## src/rtl/pc_fetch_unit.sv

```systemverilog
// Instruction-fetch stage: PC register, next-PC select, imem handshake and IF/ID register.
// One-cycle fetch when imem_ready is high; a redirect seen while imem is busy is latched until the next accept.
module pc_fetch_unit #(
    parameter logic [31:0] RESET_PC   = 32'h0000_0000,
    parameter bit          DELAY_SLOT = 1'b1
) (
    input  logic        clock,
    input  logic        reset,
    input  logic [1:0]  pcsource,
    input  logic [31:0] bpc,
    input  logic [31:0] rpc,
    input  logic [31:0] jpc,
    input  logic        stall,
    input  logic [31:0] imem_rdata,
    input  logic        imem_ready,
    output logic [31:0] imem_addr,
    output logic [31:0] pc,
    output logic [31:0] id_inst,
    output logic [31:0] id_pc4,
    output logic        id_valid
);

    localparam logic [31:0] ALIGN_MASK = 32'hFFFF_FFFC;
    localparam logic [31:0] PC_INIT    = RESET_PC & ALIGN_MASK;

    logic [31:0] pc_q, pc_d;
    logic [31:0] id_inst_q, id_inst_d;
    logic [31:0] id_pc4_q, id_pc4_d;
    logic        id_valid_q, id_valid_d;
    logic        pend_valid_q, pend_valid_d;
    logic [31:0] pend_pc_q, pend_pc_d;

    logic        redir;
    logic [31:0] target_raw;
    logic [31:0] target;
    logic [31:0] pc_plus4;

    always_comb begin
        target_raw = bpc;
        case (pcsource)
            2'b10:   target_raw = rpc;
            2'b11:   target_raw = jpc;
            default: target_raw = bpc;
        endcase
    end

    assign redir    = (pcsource != 2'b00);
    assign target   = target_raw & ALIGN_MASK;
    assign pc_plus4 = pc_q + 32'd4;

    always_comb begin
        pc_d         = pc_q;
        id_inst_d    = id_inst_q;
        id_pc4_d     = id_pc4_q;
        id_valid_d   = id_valid_q;
        pend_valid_d = pend_valid_q;
        pend_pc_d    = pend_pc_q;

        // stall freezes everything; ID re-presents pcsource once it drops
        if (!stall) begin
            if (!imem_ready) begin
                id_inst_d  = 32'd0;
                id_pc4_d   = 32'd0;
                id_valid_d = 1'b0;
                if (redir) begin
                    pend_valid_d = 1'b1;
                    pend_pc_d    = target;
                end
            end else begin
                if (redir) begin
                    pc_d = target;
                end else if (pend_valid_q) begin
                    pc_d = pend_pc_q;
                end else begin
                    pc_d = pc_plus4;
                end
                pend_valid_d = 1'b0;
                if (!DELAY_SLOT && (redir || pend_valid_q)) begin
                    id_inst_d  = 32'd0;
                    id_pc4_d   = 32'd0;
                    id_valid_d = 1'b0;
                end else begin
                    id_inst_d  = imem_rdata;
                    id_pc4_d   = pc_plus4;
                    id_valid_d = 1'b1;
                end
            end
        end
    end

    always_ff @(posedge clock or posedge reset) begin
        if (reset) begin
            pc_q         <= PC_INIT;
            id_inst_q    <= 32'd0;
            id_pc4_q     <= 32'd0;
            id_valid_q   <= 1'b0;
            pend_valid_q <= 1'b0;
            pend_pc_q    <= 32'd0;
        end else begin
            pc_q         <= pc_d;
            id_inst_q    <= id_inst_d;
            id_pc4_q     <= id_pc4_d;
            id_valid_q   <= id_valid_d;
            pend_valid_q <= pend_valid_d;
            pend_pc_q    <= pend_pc_d;
        end
    end

    assign pc        = pc_q;
    assign imem_addr = pc_q;
    assign id_inst   = id_inst_q;
    assign id_pc4    = id_pc4_q;
    assign id_valid  = id_valid_q;

endmodule

```

## config.mk

```make
export PLATFORM = sky130hd
export DESIGN_NAME = pc_fetch_unit
export DESIGN_NICKNAME = d
export VERILOG_FILES = /design/src/rtl/pc_fetch_unit.sv
export SDC_FILE = /design/constraint.sdc
export NUM_CORES = 1
export LEC_CHECK = 0
export CORE_ASPECT_RATIO = 1.4
export CORE_MARGIN = 4
export CORE_UTILIZATION = 40
export DETAILED_ROUTE_END_ITERATION = 8
export HOLD_SLACK_MARGIN = 0.03
export PLACE_DENSITY_LB_ADDON = 0.3
export SYNTH_ARGS = -nofsm -noshare
export SYNTH_HDL_FRONTEND = slang
export SYNTH_SLANG_ARGS = --single-unit
```

## constraint.sdc

```tcl
create_clock -name clock -period 4 [get_ports clock]
set_input_delay 0.8 -clock clock [delete_from_list [all_inputs] [get_ports clock]]
set_output_delay 0.8 -clock clock [all_outputs]
set_load 0.02 [all_outputs]
```

==> summary.md <==
| Metric | Value |
|---|---|
| Worst hold slack | 477 ps |
| I/O Buffers | 250 |
| Setup Viol. Count Final | 0 |
| Drt drc | 0 |
| Die X | around 120 um |
| Clock root buffer | clkbuf_16 |
| Clk_lat worst skew | 410 ps |
| EDFF count, synth | 0 |
| Worst reg2reg path startpoint | imem_addr[2] |
| Final hold violations | 0 |
| Number of diodes | 0 |
| Post-synth ARST share | 100% |
| Largest net degree at the start of global routing | 67 |
| Initial antenna violation count | 0 |
| Placed Area | 0.00905 mm2 |
| VDD IR-drop max | ~0.3 mV |
| Pins Over Slew Limit | 0 |
| CP startpoint kind | input port |
| Clk sinks | 124 |
| Final worst-path cycle share | between 60% and 70% |
| Setup crit end | imem_addr[15] |
| GRT busiest layer | met2 |
| Clock Skew | 8.58 ps |
| Critical Path Fanout Max | 31 |
| Seq/Total Area, Yosys | around 47% |
| Slew @ Worst Pin | 1050 ps |
| Crit path from | pcsource[1] |
| Commonest cells post-synth | dfrtp_1 (124), nand2_1 (87), o21ai_0 (75) |
| CP endpoint kind | register |
| Distinct cells, synth | 56 |
| Pre-CTS setup slack | 1040 ps |
| CTS resizes | 0 |
| Global-route wire length before repair | 30800 um |
| Gr ovfl total | 0 |
| Data arrival time of the worst path | about 2900 ps |
| Yosys top cell area share | about 47% |
| Met3 usage | 4.28% |
| Setup bufs post-CTS | 0 |
| Largest area contributor in the synthesized netlist | dfrtp_1 |
| Critical path data required time | 4300 ps |
| DP Wirelength | ~15000 um |
| Vias per cell | 5.43 |
| Avg Inst Size Synth | 9.62 um2 |
| CTS Buf Count | 17 |
| Nets@finish | 1027 |
| Outcome | finished clean |
| Final worst slack | 1440 ps |
| Synth warn | 0 |
| Crit Path Category | in -> reg |
| IO Pins | 263 |
| Site Rows | 55 |
| Hold/Removal Path Class | reg -> reg |
| H-tree levels | 4 |
| Cell with the most instances after synthesis | dfrtp_1 |
| First-pass DRT Iterations | 5 |
| Met2 GRT Util | 35.0% |
| Final WL | 19900 um |
| Initial Utilization | between 40% and 50% |
| 1st-iter DRT viols | 338 |
| Reg2reg path depth | 6 |
| Vias in the first global route | 5782 |
| FMAX | 0.391 GHz |
| Clock-pin slew on the worst setup and hold paths | 60 ps |
| #FFs+latches synth | ~120 |
| Final ANT Viol Nets | 0 |
| Slew headroom | 29.8% |
| Setup TNS | 0 ps |
| Area contributors post-synth | dfrtp_1 (47%), o21ai_0 (5.7%), nand2_1 (4.9%) |
| Area Overhead vs Synth | 44.9% |
| Layout cells sized above 1 | 8.52% |
| Cell area after synthesis | ~0.0066 mm2 |
| Bufs on Longest Clock Path | 2 |
| Total GRT Usage | 20.9% |
| Die Area | 0.0187 mm2 |
| Max-cap violations | 0 |
| RR Endpoint | imem_addr[24] |
| RSZ-0062 raised after global routing | no |
| Leakage | roughly 0.0040 uW |
| Core Area | 0.0162 mm2 |
| Shortest period the worst path allows | 2560 ps |
| Grt met1 use | between 20% and 30% |
| Fin area | 0.00959 mm2 |
| Hold buffers post-CTS | 0 |
| RD Place Congestion | 0.879 |
| CTS tree | yes |
| R2R setup slack | 1450 ps |
| Pwr per Cell Area | around 440 mW/mm2 |
| DR vias | ~6000 |
| Die H | approximately 160 um |
| Post-Syn Instances | 688 |
| Dominant synthesized flop cell | dfrtp_1 |
| Avg WL per Cell | 18.1 um |
==> cells in the final DEF (no fill, tap or decap), types with 3 or more instances in the layout <==
| cell type | netlist | final |
|---|---|---|
| clkinv_2 | 0 | 6 |
| a21o_1 | 5 | 5 |
| o22a_1 | 4 | 4 |
| mux2_2 | 18 | 18 |
| clkdlybuf4s50_1 | 0 | 248 |
| conb_1 | 1 | 6 |
| clkinvlp_4 | 0 | 4 |
| nand4_1 | 11 | 11 |
| a22o_1 | 34 | 34 |
| mux2i_1 | 24 | 24 |
| a211oi_1 | 6 | 6 |
| o31ai_1 | 6 | 6 |
| a221oi_1 | 4 | 4 |
| a21oi_1 | 41 | 41 |
| o21ai_0 | 75 | 75 |
| nor3_1 | 5 | 5 |
| a2bb2oi_1 | 3 | 3 |
| nand2_1 | 87 | 87 |
| nor4_1 | 3 | 3 |
| o21a_1 | 4 | 4 |
| o32a_1 | 5 | 5 |
| clkbuf_16 | 0 | 17 |
| and3_1 | 4 | 4 |
| o2bb2ai_1 | 4 | 4 |
| a31oi_1 | 7 | 7 |
| and4_1 | 3 | 3 |
| dfrtp_1 | 124 | 124 |
| xnor2_1 | 24 | 24 |
| a221o_1 | 10 | 10 |
| nand3_1 | 8 | 8 |
| nor2_1 | 43 | 42 |
| buf_4 | 37 | 11 |
| inv_1 | 9 | 8 |
| xor2_1 | 4 | 4 |
| and2_1 | 3 | 3 |
==> cell type report <==
| type | instances | area, um2 |
|---|---|---|
| Sequential cell | 124 | 3100 |
| Fill cell | 1396 | 6650 |
| Inverter | 9 | 37.5 |
| Timing Repair Buffer | 263 | 2620 |
| Clock inverter | 12 | 100 |
| Clock buffer | 19 | 443 |
| Tap cell | 199 | 249 |
| Multi-Input combinational cell | 477 | 3040 |
==> critical path: stages <==
cell             delay, ps
clkdlybuf4s50_1        710
buf_4                  400
nor2b_1                120
a222oi_1               440
o31ai_1                140
a22o_1                 250
==> through the flow <==
stage,cells,power [uW],util (%)
floorplan,693,2290,-
detailed placement,1072,2860,55.7
global placement,1072,2840,55.7
global route,1103,4440,59.1
finish,1103,4250,59.1
CTS,1103,4270,59.1
==> power breakdown <==
| group | switching (uW) | total (uW) | internal, uW |
|---|---|---|---|
| Combinational | 596 | 1200 | 605 |
| Clock | 553 | 1410 | 859 |
| Sequential | 205 | 1630 | 1430 |
| Total | 1350 | 4250 | 2890 |
==> worst min-delay path by stage <==
stage,start,endpoint,slack (ps),cells after the start
2_1_floorplan,pend_pc_q[18],pend_pc_q[18],440,2
3_3_place_gp,pend_pc_q[27],pend_pc_q[27],460,1
3_5_place_dp,pend_pc_q[22],pend_pc_q[22],470,1
4_1_cts,pend_pc_q[22],pend_pc_q[22],480,1
5_1_grt,pend_pc_q[4],pend_pc_q[4],500,2
6_report,pend_pc_q[20],pend_pc_q[20],480,1
==> flip-flops by register name, summed over array words and instances, names as in the netlist <==
name and count:
id_inst 32, id_valid 1, id_pc4 30, pend_valid_q 1
pend_pc_q 30, imem_addr 30
==> layer usage <==
layer	share of wire, %	up-vias
met5	0	-
met4	2.7	0
met3	7.9	36
met2	49	270
met1	40	2831
li1	-	2855
==> cells by family (layout without fill, tap and decap cells) <==
group | count (synthesis) | after routing | synth area share, %
AO/OA/AOI/OAI | 218 | 218 | 21.8
XOR/XNOR | 28 | 28 | 3.71
buffers and inverters | 92 | 303 | 7.58
multiplexers | 42 | 42 | 6.69
other | 1 | 6 | 0.0567
AND/OR/NAND/NOR | 182 | 182 | 13.1
adder cells (fa/ha/maj) | 1 | 1 | 0.189
flip-flops | 124 | 124 | 46.9
Note: power is estimated with default switching activity, not from simulation.
